File: src/rtl/trivium_stream_decryptor.sv
// Byte-serial Trivium consumer: reloads the keystream generator, discards warm-up bits,
// packs eight key bits LSB-first and XORs them with each incoming byte.
module trivium_stream_decryptor #(
   parameter int unsigned WARMUP = 1152
) (
   input  logic        clk,
   input  logic        rst,
   input  logic        start,
   output logic        ks_load,
   output logic        ks_enable,
   input  logic        ks_bit,
   input  logic        in_valid,
   output logic        in_ready,
   input  logic [7:0]  in_data,
   output logic        out_valid,
   input  logic        out_ready,
   output logic [7:0]  out_data,
   output logic        busy,
   output logic [15:0] bytes_done
);

   localparam int unsigned WW = (WARMUP > 1) ? $clog2(WARMUP) : 1;

   typedef enum logic [2:0] {
      IDLE,
      LOAD,
      WARM,
      FILL,
      HAVE
   } state_t;

   state_t        state_q, state_d;
   logic [WW-1:0] warm_q, warm_d;
   logic [3:0]    fill_q, fill_d;
   logic [7:0]    key_q, key_d;
   logic          out_valid_d;
   logic [7:0]    out_data_d;
   logic [15:0]   bytes_d;
   logic          accept;

   always_comb begin
      state_d   = state_q;
      warm_d    = warm_q;
      fill_d    = fill_q;
      key_d     = key_q;
      ks_load   = 1'b0;
      ks_enable = 1'b0;
      in_ready  = 1'b0;
      accept    = 1'b0;
      case (state_q)
         IDLE: begin
            if (start) state_d = LOAD;
         end
         LOAD: begin
            ks_load = 1'b1;
            key_d   = '0;
            fill_d  = '0;
            warm_d  = '0;
            state_d = (WARMUP == 0) ? FILL : WARM;
         end
         WARM: begin
            ks_enable = 1'b1;
            warm_d    = warm_q + 1'b1;
            if (warm_q == WW'(WARMUP - 1)) state_d = FILL;
         end
         FILL: begin
            // ks_bit lags its enable by one cycle, so slot k captures bit k-1
            ks_enable = (fill_q != 4'd8);
            fill_d    = fill_q + 4'd1;
            if (fill_q != 4'd0) key_d[3'(fill_q - 4'd1)] = ks_bit;
            if (fill_q == 4'd8) begin
               fill_d  = '0;
               state_d = HAVE;
            end
         end
         HAVE: begin
            in_ready = !start && (!out_valid || out_ready);
            accept   = in_ready && in_valid;
            if (accept) begin
               fill_d  = '0;
               state_d = FILL;
            end
         end
         default: state_d = IDLE;
      endcase
      if (start) state_d = LOAD;
   end

   always_comb begin
      out_valid_d = out_valid;
      out_data_d  = out_data;
      bytes_d     = bytes_done;
      if (out_valid && out_ready) out_valid_d = 1'b0;
      if (accept) begin
         out_valid_d = 1'b1;
         out_data_d  = in_data ^ key_q;
         bytes_d     = bytes_done + 16'd1;
      end
      if (start) bytes_d = '0;
   end

   assign busy = (state_q != IDLE);

   always_ff @(posedge clk or posedge rst) begin
      if (rst) begin
         state_q    <= IDLE;
         warm_q     <= '0;
         fill_q     <= '0;
         key_q      <= '0;
         out_valid  <= 1'b0;
         out_data   <= '0;
         bytes_done <= '0;
      end else begin
         state_q    <= state_d;
         warm_q     <= warm_d;
         fill_q     <= fill_d;
         key_q      <= key_d;
         out_valid  <= out_valid_d;
         out_data   <= out_data_d;
         bytes_done <= bytes_d;
      end
   end

endmodule

File: config.mk
export PLATFORM = sky130hd
export DESIGN_NAME = trivium_stream_decryptor
export DESIGN_NICKNAME = d
export VERILOG_FILES = /design/src/rtl/trivium_stream_decryptor.sv
export SDC_FILE = /design/constraint.sdc
export NUM_CORES = 1
export LEC_CHECK = 0
export CORE_MARGIN = 2
export CORE_UTILIZATION = 45
export CTS_BUF_LIST = sky130_fd_sc_hd__clkbuf_8 sky130_fd_sc_hd__clkbuf_16
export DETAILED_ROUTE_END_ITERATION = 6
export GPL_TIMING_DRIVEN = 1
export HOLD_SLACK_MARGIN = 0.06
export PLACE_DENSITY_LB_ADDON = 0.1
export SLEW_MARGIN = 20
export SYNTH_ARGS = -nofsm -noshare
export SYNTH_HDL_FRONTEND = slang
export SYNTH_SLANG_ARGS = --single-unit
File: constraint.sdc
create_clock -name clk -period 4.98 [get_ports clk]
set_input_delay 0.996 -clock clk [delete_from_list [all_inputs] [get_ports clk]]
set_output_delay 0.996 -clock clk [all_outputs]
set_load 0.03 [all_outputs]
* After elaboration in Yosys (flattened, before gate mapping)
Cells that the tools add are included.
** Storage, ports and cells
- Register bits after elaboration :: 51
- Bits in latches :: 0
- RAM bits :: 0
- Bits in read-only memories :: 0
- Input port bits :: 14
- Output and inout port bits :: 29
- Word-level logic and storage cells :: 67
- Memories :: 0
** Cells by class
- Add/sub/neg operators :: 4
- Multiply operators :: 0
- Div/mod/pow operators :: 0
- $lt $le $gt $ge :: 2
- Eq/ne operators :: 13
- Shift operators :: 0
- Mux-type cells :: 22
- Bitwise operators :: 1
- Reduce and logical (&&, ||, !) cells :: 18
** Operators with widths (count)
- 2-to-1 mux 16 bit :: 2
- case mux 11 bit (2 select lines) :: 1
- adder 16 x 1 -> 16 bit (second input constant) :: 1
- case mux 8 bit (2 select lines) :: 1
- case mux 3 bit (5 select lines) :: 1
- 2-to-1 mux 3 bit :: 4
- case mux 4 bit (3 select lines) :: 1
- adder 11 x 1 -> 11 bit (second input constant) :: 1
- equality test 11 bit (second input constant) :: 1
- inequality test 3 bit (second input constant) :: 3
- bitwise mux 8 bit :: 1
- 2-to-1 mux 4 bit :: 2
- 2-to-1 mux 8 bit :: 1
- nonzero test 2 bit :: 4
- bitwise XOR 8 bit :: 1
- equality test 3 x 2 -> 1 bit (second input constant) :: 2
- 2-to-1 mux 1 bit :: 6
- inequality test 2 bit (second input constant) :: 3
- nonzero test 3 bit :: 2
- adder 4 x 1 -> 4 bit (second input constant) :: 1
- equality test 4 bit (second input constant) :: 1
- logical AND 1 bit :: 4
- less-than comparator 3 x 4 -> 1 bit (second input constant) :: 1
- inequality test 4 bit (second input constant) :: 1
- other kinds (12) :: 14

* Longest topological paths before layout
Gate-level depths: netlist of the first run.
- Depth after elaboration :: 8
- Gate-level depth with buffers :: 7
- Gate-level depth less buffers :: 6

* Least setup slack after synthesis of the first run
No wires, ideal clock.
- Kind :: input -> output
- Start :: input start
- End :: output in_ready
- Arrival :: 1891 ps
- Data required time :: 3984 ps
- Path slack :: 2093 ps
- Cell stages on the path :: 2
- Path buffers :: 1
- Cells stage by stage :: clkbuf_1 > nor3_1
** Between the ends
- Longest elaborated chain between the ends :: 3
** Ends and longest elaborated chain
- start: declaration :: RTL line 8 : input logic start,
- zero test 1 bit :: RTL line 77 : in_ready = !start && (!out_valid || out_ready);
- logical AND 1 bit :: RTL line 77
- 2-to-1 mux 1 bit :: RTL line 50 : case (state_q)
- end: declaration :: RTL line 13 : output logic in_ready,
Every way passes these cells.

* Final worst setup path of the first run
Ends and elaborated chain as after synthesis.

==> results of run 1 <==
-- where the power goes --
group	internal (mW)	switching, mW	total, mW
registers	0.440	0.0284	0.468
logic	0.0894	0.132	0.221
clock network	0.145	0.129	0.274
total	0.675	0.289	0.964
-- worst reg2reg max path, delay by kind of cell (launching register included) --
family          cells  cell delay, ns
compound gates      1            0.15
simple gates        3            1.39
flops               1            0.58
-- metal layers --
metal	part of all wire	wire length [um]
met1	0.52	2746
met2	0.42	2230
met3	0.045	238
met4	0.0095	50
met5	0	0
-- layout by cell type (no fill, tap or decap), types with 3 or more instances in the layout --
| cell type | instances |
|---|---|
| nor2b_1 | 3 |
| ha_1 | 5 |
| o211ai_1 | 3 |
| nand2_1 | 36 |
| o31ai_1 | 6 |
| inv_1 | 6 |
| xor2_1 | 4 |
| or4_1 | 3 |
| or3_1 | 7 |
| clkbuf_8 | 5 |
| nand4_1 | 11 |
| a21oi_1 | 11 |
| nor2_1 | 10 |
| nand3_1 | 12 |
| o2bb2ai_1 | 8 |
| o21a_1 | 3 |
| clkdlybuf4s50_1 | 42 |
| nand2b_1 | 4 |
| o21ai_0 | 36 |
| xnor2_1 | 10 |
| dfrtp_1 | 51 |
| and4_1 | 3 |
-- through the flow --
| step | setup WS, ns | hold WS (ns) | util |
|---|---|---|---|
| after global routing | 1.412 | 0.5252 | 0.5537 |
| after global placement | 1.487 | 0.4611 | 0.5361 |
| after floorplan | 2.093 | 0.4461 | - |
| after detailed placement | 1.481 | 0.4718 | 0.5361 |
| final | 1.487 | 0.4837 | 0.5537 |
| after CTS | 1.481 | 0.4904 | 0.5537 |
-- Yosys cell counts (4+ instances only) --
cell type | n | area (sq um)
or3_1 | 7 | 43.79
nand4_1 | 11 | 68.82
a21oi_1 | 11 | 55.05
nand2b_1 | 4 | 25.02
xnor2_1 | 10 | 87.58
o2bb2ai_1 | 8 | 70.07
inv_1 | 6 | 22.52
nand3_1 | 12 | 60.06
nor2_1 | 10 | 37.54
clkbuf_1 | 8 | 30.03
o31ai_1 | 6 | 45.04
xor2_1 | 4 | 35.03
ha_1 | 5 | 62.56
o21ai_0 | 36 | 180.2
nand2_1 | 36 | 135.1
dfrtp_1 | 51 | 1276
-- worst min-delay path by stage --
| stage | end | start | slack [ns] | cells past startpoint |
|---|---|---|---|---|
| 6_report | out_data[7] | out_data[7] | 0.48 | 2 |
| 5_1_grt | key_q[2] | key_q[2] | 0.53 | 1 |
| 4_1_cts | warm_q[10] | warm_q[10] | 0.49 | 1 |
| 3_5_place_dp | out_data[7] | out_data[7] | 0.47 | 2 |
| 3_3_place_gp | out_data[0] | out_data[0] | 0.46 | 2 |
| 2_1_floorplan | warm_q[10] | warm_q[10] | 0.45 | 1 |
-- area by class of cell --
type | count | area [sq um] | area share
Clock buffer | 5 | 68.82 | 0.02124
Clock inverter | 2 | 33.78 | 0.01043
Inverter | 7 | 26.28 | 0.008111
Multi-Input combinational cell | 207 | 1305 | 0.4029
Sequential cell | 51 | 1276 | 0.3940
Tap cell | 75 | 93.84 | 0.02897
Timing Repair Buffer | 44 | 435.4 | 0.1344
-- state kept, by name, summed over array words and instances, names as in the netlist --
register / flops
fill_q: 4
bytes_done: 16
out_data: 8
warm_q: 11
key_q: 8
state_q: 3
out_valid: 1
-- logic make-up (layout without fill, tap and decap cells) --
group / after synthesis / count (layout) / synth area share
flops: 51 / 51 / 0.4744
compound gates: 79 / 79 / 0.1856
mux: 2 / 2 / 0.007907
xor+xnor: 14 / 14 / 0.04558
buf+inv: 22 / 58 / 0.04046
simple gates: 107 / 107 / 0.2228
fa+ha+maj: 5 / 5 / 0.02326
==> impl_metrics.toml, run 1 <==
[outcome]
status = "completed"

[sta]
max_freq_ghz = 0.2863
fin_crit_ns = 3.493
rsz0062_at_grt = "no"
final_max_slew_viol_count = 0
skew_ns = 0.009073
setup_violations = 0
finalCritPeriodShare = 0.7014
slew_headroom = 0.5725
finalSetupTns_ns = 0
worst_pin_slew_ns = 0.6412
hold_violations = 0

[cts]
ctsRootBufferMaster = "clkbuf_8"
cts_hold_buf = 0
clock_latency_ns = 0.30
htreeDepth = 2
cts_resized = 0
tritoncts = "done"
path_clk_slew_ns = 0.08
clockBufferDepth = 2
cts_buffers = 5
clock-sinks = 51
post_cts_buffers = 0

[worst_setup_path]
path_buf_inv = 3
path_common_cell = "clkdlybuf4s50_1"
worstPathRequired_ns = 3.98
r2r-start = "state_q[1]"
end_kind = "output port"
slowest_stage = "clkdlybuf4s50_1"
path_cells = "clkdlybuf4s50_1, buf_4, nor3_1, clkdlybuf4s50_1"
worstPathArrival_ns = 2.50
startpoint = "start"
ff2ff_setup_slack_ns = 2.80
critPathKind = "in -> out"
critPathCapture = "in_ready"
crit_family = "buffers and inverters"
reg2reg_depth = 4
max_stage_delay_ns = 0.69
cp.depth = 4
reg2reg_to = "bytes_done[10]"
cp-start-kind = "primary input"
crit_fanout = 20

[synthesis]
yosysWarnings = 0
syn_avg_cell_area_sq_um = 9.607
ys_types = 51
synth_flop_cell = "dfrtp_1"
synth_seq_area_share = 0.4744
synth_enable_flop_cells = 0
synth_nets = 299
netlist_area_sq_um = 2690
async_flop_share = 1.000
ys_ff_latch = 51
syn_inst = 280

[global_route]
gr-max-usage-layer = "met1"
grtUsageMet1 = 0.2662
grt.met2_usage = 0.2500
antenna_found_initial = 0
grt_usage = 0.1737
grt_overflow_total = 0
grt_pass1_wl_mm = 9.066
met3_usage = 0.03667
grt_max_degree = 52
grt_pass1_vias = 1871

[die]
die_y_um = 81.32
core-area_sq_um = 5851
die_area_sq_um = 6612
fp.dieW_um = 81.32
rows = 28
start_util = 0.4598
top_level_ports = 43

[finish]
antenna_cells = 0
fin_area_sq_um = 3239
layout-drive-gt1-share = 0.05696
fillerInstances = 523
stdcell_count = 391
synthToLayoutAreaGrowth_pct = 20.42
nNetsFinal = 335

[hold_path]
min_path_type = "reg -> reg"

[run]
cap_violations = 0

[drt]
num_vias = 2159
drc = 0
drt.antenna.violating_nets = 0
firstDrtPassIters = 4
detail_route.wl_per_cell_um = 13.47
via_per_inst = 5.522
drt_wl_total_mm = 5.266
drt_iter0_drc = 105

[pwr]
power_leakage_nw = 1.326
pwr_density_cell_nw_per_um2 = 297.5
finalPower_mw = 0.9638
ir_drop_mv = 0.1600

[placement]
gp_congestion = 0.7601
hpwl_mm = 3.566
dp_cells = 384
place_area_sq_um = 3137
port_buffers = 42
Power figures use the tool's default switching activity.
==> run 2: changes to the inputs <==
- clock period: 4.98 -> 3.3 ns (I/O delays scaled with it)
==> impl_metrics.toml, run 2 (same netlist as run 1, synthesis figures left out) <==
[outcome]
status = "completed"

[sta]
skew_ns = 0.004518
finalSetupTns_ns = 0
fin_crit_ns = 2.900
finalCritPeriodShare = 0.8788
max_freq_ghz = 0.3448
rsz0062_at_grt = "no"
hold_violations = 0
worst_pin_slew_ns = 0.6292
setup_violations = 0
slew_headroom = 0.5805
final_max_slew_viol_count = 0

[worst_setup_path]
r2r-start = "state_q[1]"
path_cells = "nand2b_1, or2_1, inv_2, clkdlybuf4s50_1"
reg2reg_to = "bytes_done[15]"
critPathKind = "reg -> out"
max_stage_delay_ns = 0.66
cp-start-kind = "register"
path_buf_inv = 2
end_kind = "output port"
worstPathRequired_ns = 2.64
reg2reg_depth = 5
slowest_stage = "clkdlybuf4s50_1"
worstPathArrival_ns = 2.24
crit_family = "buffers and inverters"
ff2ff_setup_slack_ns = 1.25
crit_fanout = 14

[drt]
firstDrtPassIters = 4
drt_iter0_drc = 141
wl_met1_mm = 2.773
num_vias = 2179
drc = 0
drt_wl_total_mm = 5.409
via_per_inst = 5.530
wl_met2_mm = 2.331
drt.antenna.violating_nets = 0
detail_route.wl_per_cell_um = 13.73
highest-signal-layer = "met4"
wl_met3_um = 245

[finish]
antenna_cells = 0
regMostFlops = "bytes_done"
multi_input_area_sq_um = 1305
final_common_cell = "dfrtp_1"
most-common-layout-cells = "dfrtp_1 (51), clkdlybuf4s50_1 (42), nand2_1 (36), o21ai_0 (36), nand3_1 (12)"
fillerInstances = 535
synthToLayoutAreaGrowth_pct = 21.02
final-seq-area_sq_um = 1276
largestRegisters = "bytes_done x16, warm_q x11"
fin_util = 0.5565
nNetsFinal = 337
layout-drive-gt1-share = 0.06897
largest_reg_flops = 16

[cts]
clock-sinks = 51
cts_hold_buf = 0
tritoncts = "done"
cts_buffers = 5
path_clk_slew_ns = 0.09
ctsRootBufferMaster = "clkbuf_8"
cts_resized = 0
clockBufferDepth = 2
clock_latency_ns = 0.30
post_cts_buffers = 0
htreeDepth = 2

[die]
die_y_um = 81.32
fp.dieW_um = 81.32
start_util = 0.4598
die_area_sq_um = 6612
top_level_ports = 43
core-area_sq_um = 5851
rows = 28

[pwr]
p_int_mw = 0.9928
p_sw_frac = 0.3082
ir_drop_mv = 0.2623
power_frac_comb = 0.242
power_switching_mw = 0.4422
power_leakage_nw = 1.330
seq_power_share = 0.488
pwr-share-clk = 0.270
pwr_density_cell_nw_per_um2 = 440.8

[hold_path]
hold_path_depth = 2
hold_end = "out_data[0]"
min_path_type = "reg -> reg"
hold_path.startpoint = "out_data[0]"

[placement]
hpwl_mm = 3.763
port_buffers = 42
gp_congestion = 0.7825

[global_route]
grt_overflow_total = 0
antenna_found_initial = 0
grt_pass1_vias = 1890
grt_max_degree = 52
grt_pass1_wl_mm = 9.073
grt_usage = 0.1784

[run]
cap_violations = 0
-- run 2: per-layer routing --
| layer | track usage | vias up |
|---|---|---|
| met5 | 0 | - |
| met1 | 0.2708 | 1032 |
| met3 | 0.03111 | 5 |
| li1 | - | 1101 |
| met4 | 0.06102 | 0 |
| met2 | 0.2549 | 41 |
-- run 2: how the worst max path moves through the flow --
stage | cells after the start | start | slack (ns) | end
6_report | 4 | state_q[2] | 0.40 | ks_load
5_1_grt | 4 | state_q[2] | 0.26 | ks_load
4_1_cts | 4 | state_q[2] | 0.38 | ks_load
3_5_place_dp | 4 | out_ready | 0.53 | in_ready
3_3_place_gp | 3 | start | 0.57 | in_ready
2_1_floorplan | 2 | start | 1.08 | in_ready
-- run 2: cell type report --
type | instances | share of cell area
multi-input combinational | 207 | 0.4008
sequential | 51 | 0.3920
timing repair buffer | 46 | 0.1384
clock buffer | 7 | 0.02959
tap | 75 | 0.02882
inverter | 7 | 0.008071
clock inverter | 1 | 0.002306
-- run 2: worst reg2reg max path, delay by kind of cell, from the launching register on --
kind,cells,cell delay (ns)
buf+inv,1,0.21
compound gates,1,0.15
flops,1,0.44
simple gates,3,1.18
-- run 2: through the flow --
| step | setup slack [ns] | area (sq um) | instances | hold WS (ns) | power (mW) |
|---|---|---|---|---|---|
| 2_1_floorplan | 1.085 | 2690 | 280 | 0.4461 | 0.9425 |
| 3_3_place_gp | 0.5722 | 3152 | 386 | 0.4608 | 1.057 |
| 3_5_place_dp | 0.5292 | 3152 | 386 | 0.4700 | 1.061 |
| 4_1_cts | 0.3833 | 3256 | 394 | 0.4901 | 1.452 |
| 5_1_grt | 0.2595 | 3256 | 394 | 0.5148 | 1.520 |
| 6_report | 0.4000 | 3256 | 394 | 0.4797 | 1.435 |
-- run 2: power groups by stage --
stage / clock, mW / sequential (mW) / combinational, mW
2_1_floorplan: 0 / 0.748 / 0.195
3_3_place_gp: 0 / 0.712 / 0.346
3_5_place_dp: 0 / 0.713 / 0.347
4_1_cts: 0.402 / 0.701 / 0.349
5_1_grt: 0.423 / 0.708 / 0.389
6_report: 0.387 / 0.701 / 0.348
==> run 3: changes to the inputs <==
- PLACE_DENSITY: not set -> 0.66
- PLACE_DENSITY_LB_ADDON: 0.1 -> not set
==> impl_metrics.toml, run 3 (same netlist as run 1, synthesis figures left out) <==
[outcome]
status = "completed"

[global_route]
grt_pass1_wl_mm = 9.425
grt_max_degree = 34
grt_pass1_vias = 1985
antenna_found_initial = 0
grt_overflow_total = 0
grt_usage = 0.1819

[sta]
setup_violations = 0
skew_ns = 0.009976
final_max_slew_viol_count = 0
max_freq_ghz = 0.3355
finalCritPeriodShare = 0.9031
slew_headroom = 0.6338
finalSetupTns_ns = 0
rsz0062_at_grt = "no"
fin_crit_ns = 2.980
worst_pin_slew_ns = 0.5492
hold_violations = 0

[finish]
layout-drive-gt1-share = 0.06309
antenna_cells = 0
largestRegisters = "bytes_done x16, warm_q x11"
final_common_cell = "dfrtp_1"
regMostFlops = "bytes_done"
nNetsFinal = 335
largest_reg_flops = 16
synthToLayoutAreaGrowth_pct = 21.67
fin_util = 0.5595
most-common-layout-cells = "dfrtp_1 (51), clkdlybuf4s50_1 (42), nand2_1 (36), o21ai_0 (36), nand3_1 (12)"

[run]
cap_violations = 0

[cts]
cts_resized = 0
htreeDepth = 2
path_clk_slew_ns = 0.09
tritoncts = "done"
clock_latency_ns = 0.31
clock-sinks = 51
post_cts_buffers = 0
cts_buffers = 5
cts_hold_buf = 0
clockBufferDepth = 2
ctsRootBufferMaster = "clkbuf_8"

[pwr]
ir_drop_mv = 0.2513
pwr_density_cell_nw_per_um2 = 477.4
power_leakage_nw = 1.335
finalPower_mw = 1.563

[drt]
via_per_inst = 5.490
drt.antenna.violating_nets = 0
drt_wl_total_mm = 5.405
firstDrtPassIters = 4
drt_iter0_drc = 85
num_vias = 2152
drc = 0
detail_route.wl_per_cell_um = 13.79

[worst_setup_path]
critPathKind = "reg -> out"
cp-start-kind = "register"
slowest_stage = "dfrtp_1"
path_buf_inv = 1
crit_family = "flip-flops"
max_stage_delay_ns = 0.70
crit_fanout = 21
worstPathArrival_ns = 2.32
worstPathRequired_ns = 2.64
end_kind = "output port"
path_cells = "or3b_2, nand2_1, clkdlybuf4s50_1"

[placement]
hpwl_mm = 3.786
gp_congestion = 0.7924
port_buffers = 42

[die]
start_util = 0.4598
top_level_ports = 43
core-area_sq_um = 5851
die_y_um = 81.32
die_area_sq_um = 6612
fp.dieW_um = 81.32
rows = 28

[hold_path]
min_path_type = "reg -> reg"
run 3: changes by cell type in the layout (fill, tap and decap cells not counted), sizes merged:
cell,previous run,this run
buf,4,2
bufinv,0,2
clkbuf,7,5
run 3: routing by layer:
layer,GRT usage,vias up,part of all wire
met5,0,-,0
li1,-,1097,-
met3,0.03778,6,0.031
met4,0.04068,0,0.0080
met2,0.2951,26,0.47
met1,0.2505,1023,0.49
run 3: area by class of cell:
type | count | area, sq um
Clock buffer | 5 | 68.82
Clock inverter | 3 | 67.56
Fill cell | 535 | 2577
Inverter | 7 | 26.28
Multi-Input combinational cell | 207 | 1305
Sequential cell | 51 | 1276
Tap cell | 75 | 93.84
Timing Repair Buffer | 44 | 435.4
run 3: per-stage QoR:
stage                     cells  instance area (sq um)  hold WS (ns)  worst slack (ns)
after floorplan             280                   2690        0.4461             1.085
after global placement      384                   3137        0.4662            0.6027
after detailed placement    384                   3137        0.4717            0.5868
after CTS                   392                   3273        0.4936            0.3264
after global routing        392                   3273        0.5175            0.1966
final                       392                   3273        0.4878            0.3197
run 3: path summary, 6_finish.rpt:
check / startpoint / to / slack (ns) / cells after the start
setup / recovery: state_q[1] / ks_enable / 0.32 / 3
max in group asynchronous: rst / warm_q[5] / 1.90 / 3
min in group asynchronous: rst / out_data[1] / 0.66 / 2
setup reg to reg: state_q[1] / bytes_done[6] / 1.10 / 4
hold reg to reg: out_data[1] / out_data[1] / 0.49 / 2
hold / removal: out_data[1] / out_data[1] / 0.49 / 2
run 3: worst register-to-register path, stage by stage, from the launching register on:
cell and delay, ns:
dfrtp_1 0.59, and4bb_4 0.49, nand3_4 0.29, or4_1 0.61, a21oi_1 0.15
run 3: report_power, final:
part	leakage, nW	switching, mW	internal [mW]
registers	0.704	0.0450	0.664
clock network	0.0644	0.215	0.302
logic	0.567	0.201	0.135
